--- src/rtl/blit_pkg.sv ---
// Shared constants, FSM state type and frame-buffer address helper for the sprite blitter.
package blit_pkg;

   localparam int unsigned SPR_W  = 32;
   localparam int unsigned SPR_H  = 32;
   localparam int unsigned SCR_W  = 512;
   localparam int unsigned SCR_H  = 448;
   localparam logic [3:0]  TRANSP = 4'h0;

   localparam int unsigned ColW = $clog2(SPR_W);
   localparam int unsigned RowW = $clog2(SPR_H);
   localparam int unsigned ScrXW = $clog2(SCR_W);

   typedef enum logic [1:0] {StIdle, StFetch, StWrite, StDone} state_e;

   // Row pitch is a power of two, so the linear address is a plain concat.
   function automatic logic [17:0] fb_addr(input logic [9:0] sx, input logic [9:0] sy);
      return {sy[8:0], sx[ScrXW-1:0]};
   endfunction

endpackage

--- src/rtl/sprite_blitter.sv ---
// Copies one 32x32 4-bit sprite from a registered ROM into the frame buffer,
// skipping transparent and off-screen pixels.
module sprite_blitter
   import blit_pkg::*;
(
   input  logic        clk_i,
   input  logic        rst_ni,
   input  logic        start_i,
   input  logic [8:0]  pos_x_i,
   input  logic [8:0]  pos_y_i,
   input  logic [2:0]  spr_sel_i,
   output logic [2:0]  spr_sel_o,
   output logic [9:0]  spr_addr_o,
   input  logic [3:0]  spr_data_i,
   output logic        fb_we_o,
   output logic [17:0] fb_addr_o,
   output logic [3:0]  fb_data_o,
   input  logic        fb_ready_i,
   output logic        busy_o,
   output logic        done_o
);

   state_e            state_q, state_d;
   logic [RowW-1:0]   row_q, row_d;
   logic [ColW-1:0]   col_q, col_d;
   logic [8:0]        pos_x_q, pos_x_d;
   logic [8:0]        pos_y_q, pos_y_d;
   logic [2:0]        sel_q, sel_d;
   logic              fb_we_q, fb_we_d;
   logic [17:0]       fb_addr_q, fb_addr_d;
   logic [3:0]        fb_data_q, fb_data_d;

   logic [9:0]        sx, sy;
   logic              skip, last_px, done;

   always_comb begin
      state_d   = state_q;
      row_d     = row_q;
      col_d     = col_q;
      pos_x_d   = pos_x_q;
      pos_y_d   = pos_y_q;
      sel_d     = sel_q;
      fb_we_d   = fb_we_q;
      fb_addr_d = fb_addr_q;
      fb_data_d = fb_data_q;
      done      = 1'b0;

      sx      = {1'b0, pos_x_q} + 10'(col_q);
      sy      = {1'b0, pos_y_q} + 10'(row_q);
      skip    = (spr_data_i == TRANSP) || (sx >= 10'(SCR_W)) || (sy >= 10'(SCR_H));
      last_px = (row_q == RowW'(SPR_H - 1)) && (col_q == ColW'(SPR_W - 1));

      if (fb_we_q && fb_ready_i) begin
         fb_we_d = 1'b0;
      end

      unique case (state_q)
         StIdle: begin
            if (start_i) begin
               pos_x_d = pos_x_i;
               pos_y_d = pos_y_i;
               sel_d   = spr_sel_i;
               row_d   = '0;
               col_d   = '0;
               state_d = StFetch;
            end
         end
         StFetch: begin
            state_d = StWrite;
         end
         StWrite: begin
            // A pending write must be accepted before the next one can be registered;
            // the ROM address is held, so spr_data_i stays valid while waiting.
            if (!fb_we_q) begin
               if (!skip) begin
                  fb_we_d   = 1'b1;
                  fb_addr_d = fb_addr(sx, sy);
                  fb_data_d = spr_data_i;
               end
               {row_d, col_d} = {row_q, col_q} + 10'd1;
               state_d        = last_px ? StDone : StFetch;
            end
         end
         StDone: begin
            if (!fb_we_q || fb_ready_i) begin
               done    = 1'b1;
               state_d = StIdle;
            end
         end
         default: state_d = StIdle;
      endcase
   end

   always_ff @(posedge clk_i or negedge rst_ni) begin
      if (!rst_ni) begin
         state_q   <= StIdle;
         row_q     <= '0;
         col_q     <= '0;
         pos_x_q   <= '0;
         pos_y_q   <= '0;
         sel_q     <= '0;
         fb_we_q   <= 1'b0;
         fb_addr_q <= '0;
         fb_data_q <= '0;
      end else begin
         state_q   <= state_d;
         row_q     <= row_d;
         col_q     <= col_d;
         pos_x_q   <= pos_x_d;
         pos_y_q   <= pos_y_d;
         sel_q     <= sel_d;
         fb_we_q   <= fb_we_d;
         fb_addr_q <= fb_addr_d;
         fb_data_q <= fb_data_d;
      end
   end

   assign spr_sel_o  = sel_q;
   assign spr_addr_o = {row_q, col_q};
   assign fb_we_o    = fb_we_q;
   assign fb_addr_o  = fb_addr_q;
   assign fb_data_o  = fb_data_q;
   assign busy_o     = (state_q != StIdle);
   assign done_o     = done;

endmodule

--- config.mk ---
export PLATFORM = sky130hd
export DESIGN_NAME = sprite_blitter
export DESIGN_NICKNAME = d
export VERILOG_FILES = /design/src/rtl/blit_pkg.sv /design/src/rtl/sprite_blitter.sv
export SDC_FILE = /design/constraint.sdc
export NUM_CORES = 1
export LEC_CHECK = 0
export BUFFER_PORTS_ARGS = -buffer_cell sky130_fd_sc_hd__buf_2
export CAP_MARGIN = 20
export CORE_ASPECT_RATIO = 0.7
export CORE_MARGIN = 5
export CORE_UTILIZATION = 24
export DETAILED_ROUTE_END_ITERATION = 8
export SETUP_SLACK_MARGIN = 0.15
export SLEW_MARGIN = 20
export SYNTH_ARGS = -nofsm -noshare
export SYNTH_HDL_FRONTEND = slang
export SYNTH_SLANG_ARGS = --single-unit
--- constraint.sdc ---
create_clock -name clk_i -period 2.85 [get_ports clk_i]
set_clock_uncertainty 0.05 [all_clocks]
set_input_delay 0.285 -clock clk_i [delete_from_list [all_inputs] [get_ports clk_i]]
set_output_delay 0.285 -clock clk_i [all_outputs]
set_load 0.01 [all_outputs]
==> results of run 1 <==
## state kept, by name, summed over array words and instances (netlist names)
register,cells
pos_x_q,9
fb_addr_o,18
fb_data_o,4
fb_we_o,1
row_q,5
pos_y_q,9
col_q,5
spr_sel_o,3
state_q,2
## cells by family after synthesis
logic type	synth area share
XOR/XNOR	0.0565
AO/OA/AOI/OAI	0.118
adder cells (fa/ha/maj)	0.0645
buffers and inverters	0.0238
AND/OR/NAND/NOR	0.0900
multiplexers	0.172
flip-flops	0.475
## power by group through the flow
stage	registers (mW)	clock network [mW]	logic [mW]
after floorplan	1.51	0	1.24
after global placement	1.48	0	1.84
after detailed placement	1.49	0	1.88
after CTS	1.48	0.637	1.88
after global routing	1.53	0.671	2.05
final	1.47	0.610	1.84
## worst register-to-register path, stage by stage (launching register included)
cell,delay [ns]
dfrtp_1,0.38
ha_1,0.25
fa_1,0.41
a21oi_1,0.22
o22ai_1,0.14
xnor2_1,0.19
o211ai_4,0.23
buf_4,0.23
mux2_4,0.31
## cells in the final DEF (no fill, tap or decap), types with 2 or more instances in the layout
cell and instances:
and2_1 2, inv_1 7, buf_2 66, fa_1 2, a21o_1 5, mux2_4 18, nand4_1 3, a21oi_1 9
nand3_1 4, xnor2_1 10, a211o_1 2, nand2b_1 4, nand2_1 16, o211ai_1 2, and3_1 3, clkbuf_1 2
clkbuf_16 5, nor2_1 9, dfrtp_1 56, mux2_2 21, ha_1 12, xor2_1 9, buf_4 5, o22ai_1 2
o21ai_0 10
## final cells by class
| class | instances | area, um^2 |
|---|---|---|
| repair buffers | 72 | 388 |
| well taps | 157 | 196 |
| multi-input cells | 170 | 1490 |
| flip-flops and latches | 56 | 1400 |
| clock buffers | 8 | 146 |
| fillers | 1222 | 8200 |
| inverters | 7 | 26.3 |
## path summary, 6_finish.rpt
path | start | end | cells past startpoint
setup / recovery | row_q[0] | fb_addr_o[10] | 8
hold / removal | rst_ni | spr_sel_o[2] | 1
setup reg to reg | row_q[0] | fb_addr_o[10] | 8
hold reg to reg | spr_sel_o[1] | spr_sel_o[1] | 1
max in group asynchronous | rst_ni | pos_y_q[5] | 2
min in group clk_i | pos_x_i[7] | pos_x_q[7] | 3
## metal layers
metal / vias up / track usage / share of wire / wire length (um)
met5: - / 0 / 0 / 0
met4: 0 / 0.0131 / 0.0039 / 27
met3: 4 / 0.0389 / 0.078 / 542
met2: 56 / 0.138 / 0.39 / 2730
met1: 987 / 0.147 / 0.53 / 3670
li1: 1011 / - / - / -
==> results.cfg, run 1 <==
[outcome]
status = complete, no violations

[power]
finalPower_mw = 3.93
p_int_mw = 2.50
p_clk_frac = 0.155
p_leak_nw = 1.76
switching_share = 0.363
power_density_nw_per_um2 = 1080
irDropWorstVdd_mv = 0.425
comb_power_share = 0.469
switchingPower_mw = 1.43
p_seq_frac = 0.375

[die]
die-area_um2 = 14600
io_pins = 67
rows = 33
die_h_um = 103
initial_core_util = 0.249
dieWidth_um = 142
core_um2 = 11900

[sta]
fin_crit_ns = 2.52
relSlewSlack = 0.505
worst_pin_slew_ns = 0.743
finalHoldViolations = 0
fin_hold_ws_ns = 0.0112
rsz0062_at_grt = no
maxSlewViolCount = 0
tns_ns = 0
setup_viol = 0
max_freq_mhz = 396
final.period_utilization = 0.885
finalWorstSetupSlack_ns = 0.327

[drt]
post_drt_wl_per_cell_um = 14.8
final_antenna_net_count = 0
via_count = 2058
drtPass1Iterations = 4
drt_iter0_drc = 74
viasPerCell = 4.38
drt_wl_total_um = 6960
drc = 0

[synthesis]
synth_seq_cells = 56
syn_area_um2 = 2950
synth_top_cell_area_share = 0.475
synthCells = 240
synth_largest_area_cell = dfrtp_1
synth_ff_type = dfrtp_1
synth_warnings = 0
synthTopCellsByCount = dfrtp_1, mux2_2, mux2_4, nand2_1, ha_1
synthesis.nets = 283
avgSynthCellArea_um2 = 12.3
synth_edf_count = 0
synth.distinct_cells = 50
synthTopCellsByArea = dfrtp_1, mux2_4, mux2_2, ha_1, xnor2_1
post-synth-top-count-cell = dfrtp_1
yosysSeqAreaShare = 0.475
synth-async-reset-ratio = 1.00

[cells_and_area]
final_cells = 470
drive_gt1_frac = 0.406
n_antenna_cell = 0
finalCoreUtilization = 0.308
nets = 355
syn2layout_area_growth_pct = 23.7
final_cell_area_um2 = 3650

[worst_setup_path]
critPathArrivalTime_ns = 2.64
cp-start-kind = flop
crit_type = reg -> reg
rrSetupSlack_ns = 0.33
crit_slowest_cell = fa_1
crit_required_ns = 2.97
crit_fanout = 8
endpoint_kind = flop
cp_top_family = adder cells
cp_cell_sequence = ha_1 -> fa_1 -> a21oi_1 -> o22ai_1 -> xnor2_1 -> o211ai_4 -> buf_4 -> mux2_4
critPathBufInv = 1
cp_slowest_stage_delay_ns = 0.41

[global_route]
grt_pass1_wl_um = 11300
antenna_found_initial = 0
grt_pass1_vias = 2144
grt_max_degree = 33
grt_overflow = 0
grtUsageTotal = 0.0990

[clock_tree]
holdBufCountCts = 0
clock-sinks = 56
htreeDepth = 2
cts_buffers = 5
cts_root_buffer = clkbuf_16
clk_pin_slew_ns = 0.07
post_cts_buffers = 0
clk_latency_ns = 0.29
ctsResizeCount = 0
cts_tree = done
clock_path_buffers = 2

[place]
place_ws_ns = 0.315
port_buffers = 66
placed_area_um2 = 3500
post-dp-hpwl_um = 5470
dpl.cell_count = 462
place_congestion = 0.809

[run]
max_cap_violations = 0

[worst_hold_path]
hold_path.class = in -> async
(Power assumes the default switching activity.)
==> inputs of run 2 (changes only) <==
--- a/config.mk
+++ b/config.mk
@@ -11,6 +11,7 @@
 export CORE_MARGIN = 5
 export CORE_UTILIZATION = 24
 export DETAILED_ROUTE_END_ITERATION = 8
+export RECOVER_POWER = 100
 export SETUP_SLACK_MARGIN = 0.15
 export SLEW_MARGIN = 20
 export SYNTH_ARGS = -nofsm -noshare
==> run 2 against run 1 <==
- largest power group unchanged
- critical path depth is 1 lower
- clock power about the same
- hold slack improved by 0.14 ns
- critical path type unchanged
- the flow now finishes with violations (max-capacitance violations, max-slew violations)
- utilization shrank 1.0 points
==> results.cfg, run 2 (same netlist as run 1, synthesis figures left out) <==
[cells_and_area]
finalCoreUtilization = 0.297
nets = 355
final_common_cell = dfrtp_1
n_antenna_cell = 0
drive_gt1_frac = 0.227
syn2layout_area_growth_pct = 19.6
final_cell_mix = dfrtp_1, clkbuf_1, buf_2
largest_reg_flops = 18

[drt]
via_count = 2051
drt_wl_total_um = 6920
drtPass1Iterations = 4
post_drt_wl_per_cell_um = 14.7
drc = 0
drt_iter0_drc = 80
viasPerCell = 4.36
final_antenna_net_count = 0

[global_route]
grt_max_degree = 33
grt_pass1_vias = 2144
use_met2 = 0.138
grt_pass1_wl_um = 11300
grt_util_met3 = 0.0389
antenna_found_initial = 0
grtUsageTotal = 0.0990
top_usage_layer = met1
use_met1 = 0.147
grt_overflow = 0

[clock_tree]
clk_pin_slew_ns = 0.07
clock_path_buffers = 2
clock-sinks = 56
cts_buffers = 5
cts_tree = done
clk_latency_ns = 0.29
ctsResizeCount = 0
post_cts_buffers = 0
htreeDepth = 2
cts_root_buffer = clkbuf_16
holdBufCountCts = 0

[worst_setup_path]
critPathBufInv = 1
critPathArrivalTime_ns = 2.70
crit_fanout = 8
cp-start-kind = flop
cp_cell_sequence = ha_1 -> a211oi_2 -> o21ai_1 -> a41oi_1 -> o211ai_4 -> buf_4 -> mux2_1
reg2reg_depth = 7
crit_type = reg -> reg
crit_slowest_cell = dfrtp_1
crit_required_ns = 2.97
cp_top_family = compound AO/OA/AOI/OAI gates
startpoint = row_q[1]
crit_cells = 7
cp_slowest_stage_delay_ns = 0.48
endpoint_kind = flop
r2r-start = row_q[1]

[sta]
max_freq_mhz = 388
maxSlewViolCount = 33
rsz0062_at_grt = no
finalHoldViolations = 0
relSlewSlack = -0.197
fin_crit_ns = 2.58
setup_viol = 0
tns_ns = 0
worst_pin_slew_ns = 1.80
finalWorstSetupSlack_ns = 0.271
final.period_utilization = 0.905

[die]
core_um2 = 11900
rows = 33
die_h_um = 103
dieWidth_um = 142
io_pins = 67
initial_core_util = 0.249
die-area_um2 = 14600

[place]
place_ws_ns = 0.315
port_buffers = 66
post-dp-hpwl_um = 5470
place_congestion = 0.809

[outcome]
violations = max-capacitance violations, max-slew violations
status = finished with violations

[power]
p_leak_nw = 1.55
power_density_nw_per_um2 = 1050
irDropWorstVdd_mv = 0.397

[worst_hold_path]
hold_path.class = in -> reg
hold_depth = 3
min_from = pos_x_i[7]

[run]
max_cap_violations = 1
run 2: cell count changes in the layout (fill, tap and decap cells not counted), sizes merged:
| cell | delta |
|---|---|
| buf | -42 |
| clkbuf | +42 |
run 2: power by group:
part           leakage (nW)  total [mW]  internal [mW]  switching, mW
clock                0.0712       0.613          0.351          0.262
sequential            0.683        1.47           1.16          0.315
combinational         0.800        1.62          0.793          0.824
total                  1.55        3.70           2.30           1.40
run 2: path summary, 6_finish.rpt:
kind / endpoint / slack, ns
min: pos_x_q[7] / 0.15
max in group asynchronous: pos_y_q[2] / 0.94
max reg2reg: fb_addr_o[11] / 0.27
min in group asynchronous: spr_sel_o[0] / 0.41
min reg2reg: fb_addr_o[2] / 0.44
max: fb_addr_o[11] / 0.27
run 2: final cells by class:
cell class | instances | area [um^2]
timing repair buffer | 72 | 327
fill | 1262 | 8330
multi-input combinational | 170 | 1430
sequential | 56 | 1400
inverter | 7 | 26.3
clock buffer | 8 | 146
tap | 157 | 196
run 2: stage by stage:
stage	std cells	power [mW]	hold WS (ns)	instance area, um^2
finish	470	3.70	0.149	3520
detailed placement	462	3.36	0.347	3500
global placement	462	3.32	0.332	3500
floorplan	240	2.75	-0.0606	2950
CTS	470	4.00	0.0355	3650
global route	470	4.03	0.153	3520
run 2: routing by layer:
layer  part of all wire  vias to the layer above  routed length [um]
li1                   -                     1010                   -
met1               0.53                      986                3660
met2               0.39                       51                2720
met3              0.073                        4                 503
met4             0.0039                        0                  27
met5                  0                        -                   0
run 2: worst register-to-register path, stage by stage (launching register included):
cell,delay (ns)
dfrtp_1,0.48
ha_1,0.37
a211oi_2,0.30
o21ai_1,0.17
a41oi_1,0.42
o211ai_4,0.15
buf_4,0.21
mux2_1,0.32
